===== src/rtl/ifetch_if.sv =====
// ifetch_if -- bundles the fetch stage's memory bus and decode-side signals.
// master: the fetch unit (drives o_*); slave: the surrounding pipeline/memory.
interface ifetch_if;
   logic        i_stall;
   logic        i_redirect;
   logic [31:0] i_target;
   logic        o_imem_req;
   logic [31:0] o_imem_addr;
   logic        i_imem_ack;
   logic [31:0] i_imem_data;
   logic [31:0] o_ins;
   logic [31:0] o_pc;
   logic        o_valid;
   logic        o_misalign;

   modport master (
      input  i_stall, i_redirect, i_target, i_imem_ack, i_imem_data,
      output o_imem_req, o_imem_addr, o_ins, o_pc, o_valid, o_misalign
   );

   modport slave (
      output i_stall, i_redirect, i_target, i_imem_ack, i_imem_data,
      input  o_imem_req, o_imem_addr, o_ins, o_pc, o_valid, o_misalign
   );
endinterface


===== src/rtl/ifetch.sv =====
// ifetch -- instruction fetch stage with a single outstanding memory request,
// a one-entry skid buffer for stalls, and redirect/flush handling.
// Optional feature: define IFETCH_ALIGN_CHECK_EN to flag misaligned redirect
// targets (sticky o_misalign) and park the fetcher in HALT until an aligned
// redirect arrives. Without it, target bits [1:0] are ignored.
module ifetch #(
   parameter logic [31:0] RESET_PC = 32'h0000_0000
) (
   input logic      clk,
   input logic      rst,
   ifetch_if.master bus
);

   localparam logic [31:0] RESET_PC_W = {RESET_PC[31:2], 2'b00};

   typedef enum logic [1:0] {
      S_REQ,
      S_HOLD,
      S_DRAIN
`ifdef IFETCH_ALIGN_CHECK_EN
      , S_HALT
`endif
   } state_e;

   state_e      state_q, state_d;
   logic [31:0] pc_q, pc_d;
   logic [31:0] drain_addr_q, drain_addr_d;
   logic [31:0] ins_q, ins_d;
   logic [31:0] opc_q, opc_d;
   logic        valid_q, valid_d;
   logic [31:0] buf_ins_q, buf_ins_d;
   logic [31:0] buf_pc_q, buf_pc_d;
   logic        ack;
`ifdef IFETCH_ALIGN_CHECK_EN
   logic        mis_q, mis_d;
   logic        bad_target;
`endif

   // Memory response only counts while a request is actually being driven.
   assign ack = bus.i_imem_ack & bus.o_imem_req;

`ifdef IFETCH_ALIGN_CHECK_EN
   assign bad_target = |bus.i_target[1:0];
`endif

   // State register: synchronous reset of every flop, buffer included.
   always_ff @(posedge clk) begin
      // NOTE: sequential state uses non-blocking assignments so every flop
      // samples the pre-edge values, independent of statement order.
      if (rst) begin
         state_q      <= S_REQ;
         pc_q         <= RESET_PC_W;
         drain_addr_q <= '0;
         ins_q        <= '0;
         opc_q        <= '0;
         valid_q      <= 1'b0;
         buf_ins_q    <= '0;
         buf_pc_q     <= '0;
`ifdef IFETCH_ALIGN_CHECK_EN
         mis_q        <= 1'b0;
`endif
      end else begin
         state_q      <= state_d;
         pc_q         <= pc_d;
         drain_addr_q <= drain_addr_d;
         ins_q        <= ins_d;
         opc_q        <= opc_d;
         valid_q      <= valid_d;
         buf_ins_q    <= buf_ins_d;
         buf_pc_q     <= buf_pc_d;
`ifdef IFETCH_ALIGN_CHECK_EN
         mis_q        <= mis_d;
`endif
      end
   end

   // Next-state and datapath: redirect wins over stall and ack.
   always_comb begin
      // NOTE: every variable gets a default first so no path leaves one
      // unassigned, which would otherwise infer a latch.
      state_d      = state_q;
      pc_d         = pc_q;
      drain_addr_d = drain_addr_q;
      ins_d        = ins_q;
      opc_d        = opc_q;
      valid_d      = valid_q;
      buf_ins_d    = buf_ins_q;
      buf_pc_d     = buf_pc_q;
`ifdef IFETCH_ALIGN_CHECK_EN
      mis_d        = mis_q;
`endif

      if (bus.i_redirect) begin
         // Flush: output bubble, buffer dropped, o_pc left as it was.
         pc_d      = {bus.i_target[31:2], 2'b00};
         valid_d   = 1'b0;
         ins_d     = '0;
         buf_ins_d = '0;
         buf_pc_d  = '0;
`ifdef IFETCH_ALIGN_CHECK_EN
         mis_d     = bad_target;
`endif
         case (state_q)
            S_REQ: begin
               if (!ack) begin
                  // Request still in flight on the old address: wait it out.
                  state_d      = S_DRAIN;
                  drain_addr_d = pc_q;
               end
            end
            // An ack landing in DRAIN completes the drain right now.
            S_DRAIN: state_d = ack ? S_REQ : S_DRAIN;
            default: state_d = S_REQ;
         endcase
`ifdef IFETCH_ALIGN_CHECK_EN
         // Misaligned target parks the fetcher once nothing is outstanding.
         if (bad_target && state_d == S_REQ) state_d = S_HALT;
`endif
      end else begin
         case (state_q)
            S_REQ: begin
               if (ack && !bus.i_stall) begin
                  ins_d   = bus.i_imem_data;
                  opc_d   = pc_q;
                  valid_d = 1'b1;
                  pc_d    = pc_q + 32'd4;
               end else if (ack) begin
                  buf_ins_d = bus.i_imem_data;
                  buf_pc_d  = pc_q;
                  pc_d      = pc_q + 32'd4;
                  state_d   = S_HOLD;
               end else if (!bus.i_stall) begin
                  valid_d = 1'b0;
               end
            end
            S_HOLD: begin
               if (!bus.i_stall) begin
                  ins_d   = buf_ins_q;
                  opc_d   = buf_pc_q;
                  valid_d = 1'b1;
                  state_d = S_REQ;
               end
            end
            S_DRAIN: begin
               if (ack) begin
`ifdef IFETCH_ALIGN_CHECK_EN
                  state_d = mis_q ? S_HALT : S_REQ;
`else
                  state_d = S_REQ;
`endif
               end
            end
            default: state_d = state_q;
         endcase
      end
   end

   // Memory-side outputs: request only in REQ/DRAIN and never during reset.
   always_comb begin
      bus.o_imem_req  = !rst && (state_q == S_REQ || state_q == S_DRAIN);
      bus.o_imem_addr = (state_q == S_DRAIN) ? drain_addr_q : pc_q;
   end

   assign bus.o_ins   = ins_q;
   assign bus.o_pc    = opc_q;
   assign bus.o_valid = valid_q;
`ifdef IFETCH_ALIGN_CHECK_EN
   assign bus.o_misalign = mis_q;
`else
   assign bus.o_misalign = 1'b0;
`endif

endmodule

===== src/flat_wrapper.sv =====
// flat-port wrapper written by rule: the top's interface ports become plain ports
module ifetch_flat 
#(
   parameter logic [31:0] RESET_PC = 32'h0000_0000
)
  (clk, rst, bus_i_stall, bus_i_redirect, bus_i_target, bus_i_imem_ack, bus_i_imem_data, bus_o_imem_req, bus_o_imem_addr, bus_o_ins, bus_o_pc, bus_o_valid, bus_o_misalign);
  ifetch_if bus_i ();
  input logic clk;
  input logic rst;
  input wire logic [$bits(bus_i.i_stall)-1:0] bus_i_stall;
  input wire logic [$bits(bus_i.i_redirect)-1:0] bus_i_redirect;
  input wire logic [$bits(bus_i.i_target)-1:0] bus_i_target;
  input wire logic [$bits(bus_i.i_imem_ack)-1:0] bus_i_imem_ack;
  input wire logic [$bits(bus_i.i_imem_data)-1:0] bus_i_imem_data;
  output wire logic [$bits(bus_i.o_imem_req)-1:0] bus_o_imem_req;
  output wire logic [$bits(bus_i.o_imem_addr)-1:0] bus_o_imem_addr;
  output wire logic [$bits(bus_i.o_ins)-1:0] bus_o_ins;
  output wire logic [$bits(bus_i.o_pc)-1:0] bus_o_pc;
  output wire logic [$bits(bus_i.o_valid)-1:0] bus_o_valid;
  output wire logic [$bits(bus_i.o_misalign)-1:0] bus_o_misalign;
  assign bus_i.i_stall = bus_i_stall;
  assign bus_i.i_redirect = bus_i_redirect;
  assign bus_i.i_target = bus_i_target;
  assign bus_i.i_imem_ack = bus_i_imem_ack;
  assign bus_i.i_imem_data = bus_i_imem_data;
  assign bus_o_imem_req = bus_i.o_imem_req;
  assign bus_o_imem_addr = bus_i.o_imem_addr;
  assign bus_o_ins = bus_i.o_ins;
  assign bus_o_pc = bus_i.o_pc;
  assign bus_o_valid = bus_i.o_valid;
  assign bus_o_misalign = bus_i.o_misalign;
  ifetch #(.RESET_PC(RESET_PC)) u_core (.clk(clk), .rst(rst), .bus(bus_i));
endmodule

===== config.mk =====
export PLATFORM = sky130hd
export DESIGN_NAME = ifetch_flat
export DESIGN_NICKNAME = d
export VERILOG_FILES = /design/src/rtl/ifetch_if.sv /design/src/rtl/ifetch.sv /design/src/flat_wrapper.sv
export SDC_FILE = /design/constraint.sdc
export NUM_CORES = 1
export LEC_CHECK = 0
export ABC_AREA = 1
export CAP_MARGIN = 10
export CORE_ASPECT_RATIO = 0.8
export CORE_UTILIZATION = 39
export DETAILED_ROUTE_END_ITERATION = 7
export MAX_ROUTING_LAYER = met4
export PLACE_DENSITY = 0.66
export SLEW_MARGIN = 20
export SYNTH_ARGS = -nofsm -noshare
export SYNTH_HDL_FRONTEND = slang
export SYNTH_SLANG_ARGS = --single-unit

===== constraint.sdc =====
create_clock -name clk -period 1.9 [get_ports clk]
set_input_delay 0.57 -clock clk [delete_from_list [all_inputs] [get_ports clk]]
set_output_delay 0.57 -clock clk [all_outputs]
set_load 0.01 [all_outputs]

==> impl_metrics.py, run 1 <==
metrics = {
    "outcome": {
        "status": "finished with violations",
        "violations": "setup timing",
    },
    "global_routing": {
        "grt_pass1_vias": 8502,
        "grt_max_degree": 72,
        "track_usage": 0.247,
        "grt-ovfl-total": 0,
        "antenna_found_initial": 0,
        "grt_pass1_wl_um": 43800,
    },
    "timing": {
        "period_needed_ps": 2230,
        "hold_violations": 0,
        "final.setup_skew_ps": 9.73,
        "slew_violations": 0,
        "maxClockFrequency_mhz": 448,
        "period_share": 1.17,
        "final-setup-viol-count": 203,
        "rsz0062_at_grt": "yes",
        "timing.hold.ws_ps": 452,
        "setup_ws_ps": -332,
    },
    "synth": {
        "yosysWarnings": 0,
        "yosysSeqAreaShare": 0.421,
        "yosys.area.top_type": "dfxtp_1",
        "synth_top_area_frac": 0.421,
        "syn_area_per_cell_um2": 6.70,
        "synth_seq_cells": 187,
        "netlist_top_cells_area": "dfxtp_1, nand2_1, nor2_1",
        "synth_cell_types": 34,
        "yosysMostFrequentCell": "nand2_1",
        "synth_edf_count": 0,
        "async_flop_share": 0,
        "synthFlopType": "dfxtp_1",
        "synth_common_cells": "nand2_1, nor2_1, dfxtp_1",
        "synthCells": 1329,
        "synth_area_um2": 8900,
    },
    "floorplanning": {
        "die_w_um": 171,
        "fp.dieH_um": 137,
        "core_area_um2": 22400,
        "rows": 49,
        "ios": 168,
        "die-area_um2": 23400,
        "start_util": 0.397,
    },
    "setup_path": {
        "cp_max_fo": 7,
        "critPathRequiredTime_ps": 1330,
        "end_kind": "output port",
        "path_cells": "inv_2 > ha_4 > buf_12 > buf_8 > nand2_4 > o21ai_2 > buf_2",
        "slowest_stage": "dfxtp_2",
        "path_buf_inv": 4,
        "cp_data_arrival_time_ps": 1660,
        "r2r-start": "u_core.state_q[0]",
        "max_stage_delay_ps": 330,
        "crit_type": "reg -> out",
        "crit_family": "buffers and inverters",
        "cp-start-kind": "flop",
        "crit_path_start": "u_core.state_q[0]",
    },
    "worst_hold_path": {
        "hold_path.class": "reg -> reg",
        "min_from": "u_core.bus.o_pc[7]",
    },
    "layout": {
        "drive_above_1_share": 0.219,
        "diodes": 0,
        "fillerInstances": 2126,
        "finalNetCount": 1644,
        "area_delta_synth_final_pct": 46.6,
    },
    "route": {
        "drtPass1Iterations": 7,
        "vias": 9534,
        "drc": 0,
        "drt_iter0_drc": 848,
        "ant_nets": 0,
        "wl_per_cell_um": 15.3,
        "via_per_inst": 5.04,
        "finalWirelength_um": 28900,
    },
    "clocking": {
        "worst_skew_pair.late_latency_ps": 430,
        "holdBufCountCts": 0,
        "clk_pin_slew_ps": 70,
        "root_buffer": "clkbuf_16",
        "cts_htree_levels": 4,
        "cts.sink_count": 187,
        "cts_buffer_depth": 2,
        "cts_buffers": 17,
        "cts_tree": "built",
    },
    "power": {
        "p_sw_mw": 6.02,
        "power_frac_seq": 0.309,
        "power.density_nw_per_um2": 1250,
        "peakVddDrop_mv": 0.778,
        "switching_share": 0.369,
        "clkPwrFrac": 0.243,
        "p_comb_frac": 0.448,
        "internal_power_mw": 10.3,
        "p_leak_nw": 5.44,
    },
    "placed_design": {
        "dp.final_hpwl_um": 19200,
        "port_buffers": 160,
        "place.gp.congestion": 0.995,
        "place_ws_ps": -526,
    },
    "flow_run": {
        "max-cap-violations": 0,
    },
}
==> worst min-delay path: stages (launching register included) <==
cell and delay, ps:
dfxtp_1 310, inv_1 60, a21oi_2 40
==> through the flow <==
stage          setup TNS [ps]  total power [mW]  instances   util  area [µm²]
2_1_floorplan           -36.6              8.29       1333      -        8920
3_3_place_gp           -71410              11.0       1837  0.517       11600
3_5_place_dp           -75140              11.1       1837  0.517       11600
4_1_cts                -35700              15.7       1881  0.562       12600
5_1_grt                -58850              17.2       1890  0.582       13000
6_report               -34560              16.3       1890  0.582       13000
==> timing repair <==
item,4_1_cts,5_1_grt
buffers inserted,7,5
cloned,7,6
endpoints found under the setup margin,241,276
gates resized for setup,258,111
endpoints found under the hold margin,0,0
pin swaps,21,14
==> kinds of logic after synthesis <==
kind of cell    Yosys count  share of synthesized area
simple gates            631                      0.283
compound gates          320                      0.195
flops                   187                      0.421
buf+inv                 181                     0.0898
fa+ha+maj                 4                    0.00562
mux                       3                    0.00337
xor+xnor                  2                    0.00197
other cells               1                   0.000421
==> final timing paths <==
path / endpoint / depth (start not counted) / slack [ps]
max: bus_o_imem_addr[31] / 7 / -330
max reg2reg: u_core.buf_ins_q[10] / 14 / -310
min reg2reg: u_core.bus.o_pc[7] / 2 / 450
min: u_core.bus.o_pc[7] / 2 / 450
==> placed cells by master (no fill, tap or decap), types with 11 or more instances in the layout <==
| master | netlist | routed |
|---|---|---|
| buf_4 | 11 | 102 |
| o21ai_0 | 166 | 76 |
| buf_12 | 0 | 21 |
| a21oi_2 | 30 | 34 |
| nor2_1 | 234 | 218 |
| clkdlybuf4s50_1 | 0 | 129 |
| nand2_2 | 2 | 17 |
| dfxtp_1 | 187 | 185 |
| nand2_4 | 2 | 11 |
| buf_2 | 21 | 20 |
| a21oi_1 | 109 | 105 |
| buf_6 | 7 | 23 |
| o21ai_1 | 2 | 55 |
| nor2_2 | 5 | 16 |
| nand2_1 | 325 | 301 |
| nand3_1 | 49 | 49 |
| inv_1 | 86 | 83 |
| o21ai_2 | 0 | 35 |
| clkbuf_16 | 0 | 23 |
==> cell type report <==
type / count / area, µm² / area share
multi-input combinational: 965 / 4740 / 0.363
sequential: 187 / 3750 / 0.287
timing repair buffer: 308 / 3160 / 0.242
clock buffer: 17 / 425 / 0.0326
tap: 306 / 383 / 0.0293
inverter: 92 / 368 / 0.0282
clock inverter: 15 / 228 / 0.0175
==> power by group through the flow <==
stage	Clock, mW	Sequential, mW	Combinational, mW
finish	3.97	5.04	7.30
floorplan	0	5.17	3.13
CTS	4.03	5.00	6.72
global placement	0	5.04	5.93
detailed placement	0	5.06	6.00
global route	4.19	5.11	7.92
==> flip-flops by register name, summed over array words and instances (netlist names) <==
| name | flops |
|---|---|
| u_core.bus.o_ins | 32 |
| u_core.bus.o_valid | 1 |
| u_core.bus.o_pc | 30 |
| u_core.pc_q | 30 |
| u_core.buf_ins_q | 32 |
| u_core.state_q | 2 |
| u_core.drain_addr_q | 30 |
| u_core.buf_pc_q | 30 |
==> routing by layer <==
metal	part of all wire	wire length, µm	vias to the layer above	GRT usage
met2	0.47	13500	345	0.400
li1	-	-	4759	-
met3	0.062	1790	33	0.0419
met1	0.46	13100	4397	0.322
met4	0.017	478	0	0.0590
met5	0	0	-	-
No activity file was read; power rests on OpenSTA's default activity.
==> inputs of run 2 (changes only) <==
--- a/config.mk
+++ b/config.mk
@@ -12,7 +12,7 @@
 export DETAILED_ROUTE_END_ITERATION = 7
 export MAX_ROUTING_LAYER = met4
 export PLACE_DENSITY = 0.66
-export SLEW_MARGIN = 20
+export SLEW_MARGIN = 0
 export SYNTH_ARGS = -nofsm -noshare
 export SYNTH_HDL_FRONTEND = slang
 export SYNTH_SLANG_ARGS = --single-unit
==> results of run 2 <==
Final layout, timing and power as in run 1 (identical DEF).
==> inputs of run 3 (changes only) <==
--- a/config.mk
+++ b/config.mk
@@ -10,7 +10,6 @@
 export CORE_ASPECT_RATIO = 0.8
 export CORE_UTILIZATION = 39
 export DETAILED_ROUTE_END_ITERATION = 7
-export MAX_ROUTING_LAYER = met4
 export PLACE_DENSITY = 0.66
 export SLEW_MARGIN = 0
 export SYNTH_ARGS = -nofsm -noshare
==> impl_metrics.py, run 3 (synthesis gave the netlist of run 1 again) <==
metrics = {
    "route": {
        "wl_met3_um": 2680,
        "wl_met1_um": 14200,
        "drt_iter0_drc": 1011,
        "drc": 0,
        "vias": 10153,
        "ant_nets": 0,
        "top_layer_used": "met4",
        "via_per_inst": 5.30,
        "wl_per_cell_um": 17.9,
        "finalWirelength_um": 34200,
        "drtPass1Iterations": 6,
        "wl_met2_um": 16300,
    },
    "layout": {
        "drive_above_1_share": 0.334,
        "seqCellArea_um2": 3750,
        "fillerInstances": 1849,
        "finalNetCount": 1670,
        "final_common_cell": "nand2_1",
        "multiInputGateArea_um2": 5630,
        "utilization": 0.651,
        "mostFrequentLayoutCells": "nand2_1, nor2_1, dfxtp_1",
        "area_delta_synth_final_pct": 64.1,
        "design_area_um2": 14600,
    },
    "setup_path": {
        "cp_data_arrival_time_ps": 1730,
        "r2r-start": "u_core.state_q[0]",
        "cp-start-kind": "flop",
        "crit_type": "reg -> out",
        "end_kind": "output port",
        "rr_worst_depth": 15,
        "crit_path_start": "u_core.state_q[0]",
        "cp_max_fo": 6,
        "critPathRequiredTime_ps": 1330,
    },
    "timing": {
        "setup_ws_ps": -404,
        "hold_violations": 0,
        "slew_violations": 0,
        "period_needed_ps": 2300,
        "period_share": 1.21,
        "final.setup_skew_ps": 12.4,
        "timing.hold.ws_ps": 454,
        "maxClockFrequency_mhz": 434,
        "rsz0062_at_grt": "yes",
        "final-setup-viol-count": 191,
    },
    "placed_design": {
        "dp.final_hpwl_um": 19400,
        "place_ws_ps": -658,
        "port_buffers": 160,
        "place.gp.congestion": 0.974,
        "place_area_um2": 11600,
    },
    "outcome": {
        "violations": "setup timing",
        "status": "finished with violations",
    },
    "global_routing": {
        "antenna_found_initial": 0,
        "track_usage": 0.250,
        "grt-ovfl-total": 0,
        "grt_pass1_wl_um": 45300,
        "grt_pass1_vias": 8719,
        "grt_max_degree": 81,
    },
    "flow_run": {
        "max-cap-violations": 0,
    },
    "clocking": {
        "root_buffer": "clkbuf_16",
        "clk_pin_slew_ps": 80,
        "cts_tree": "built",
        "cts.sink_count": 187,
        "cts_buffers": 17,
        "cts_htree_levels": 4,
        "worst_skew_pair.late_latency_ps": 440,
        "holdBufCountCts": 0,
        "cts_buffer_depth": 2,
    },
    "floorplanning": {
        "fp.dieH_um": 137,
        "die_w_um": 171,
        "ios": 168,
        "die-area_um2": 23400,
        "start_util": 0.397,
        "core_area_um2": 22400,
        "rows": 49,
    },
    "worst_hold_path": {
        "min_from": "u_core.bus.o_pc[31]",
        "hold_path.class": "reg -> reg",
        "whs_path_depth": 2,
    },
    "power": {
        "p_leak_nw": 6.92,
        "power.density_nw_per_um2": 1260,
        "peakVddDrop_mv": 0.576,
    },
}
[run 3: power by group]
part,internal (mW),switching [mW]
clock,1.75,1.81
sequential,4.62,0.453
combinational,4.63,5.17
[run 3: final timing paths]
kind / endpoint / slack (ps)
hold reg to reg: u_core.bus.o_pc[31] / 450
hold / removal: u_core.bus.o_pc[31] / 450
setup reg to reg: u_core.buf_pc_q[25] / -390
setup / recovery: bus_o_imem_addr[8] / -400
[run 3: layout make-up]
type	count	area share
diodes	1	0.000171
multi-input cells	965	0.385
clock buffers	17	0.0291
clock inverters	15	0.0104
repair inverters	2	0.00274
repair buffers	332	0.263
flip-flops and latches	187	0.256
well taps	306	0.0262
inverters	92	0.0266
[run 3: critical path, stage by stage (launching register included)]
cell,delay [ps]
dfxtp_2,330
inv_2,70
ha_4,250
buf_12,160
buf_12,120
buf_8,110
nand2_2,60
o21ai_2,60
buf_2,140
[run 3: metrics by stage]
| stage | total power [mW] | cells | setup TNS, ps |
|---|---|---|---|
| floorplan | 8.29 | 1333 | -36.6 |
| global placement | 10.9 | 1834 | -71130 |
| detailed placement | 11.0 | 1834 | -77820 |
| CTS | 15.7 | 1885 | -52780 |
| global route | 19.2 | 1916 | -71720 |
| finish | 18.4 | 1917 | -52980 |
[run 3: timing repair]
action | 4_1_cts | 5_1_grt
gates resized for setup | 346 | 411
setup buffers | 11 | 19
cloned | 10 | 22
setup endpoints to repair | 241 | 278
pin swaps | 41 | 63
[run 3: routing by layer]
layer / up-vias / track usage
li1: 4802 / -
met1: 4773 / 0.324
met2: 497 / 0.412
met3: 81 / 0.0506
met4: 0 / 0.0843
met5: - / 0
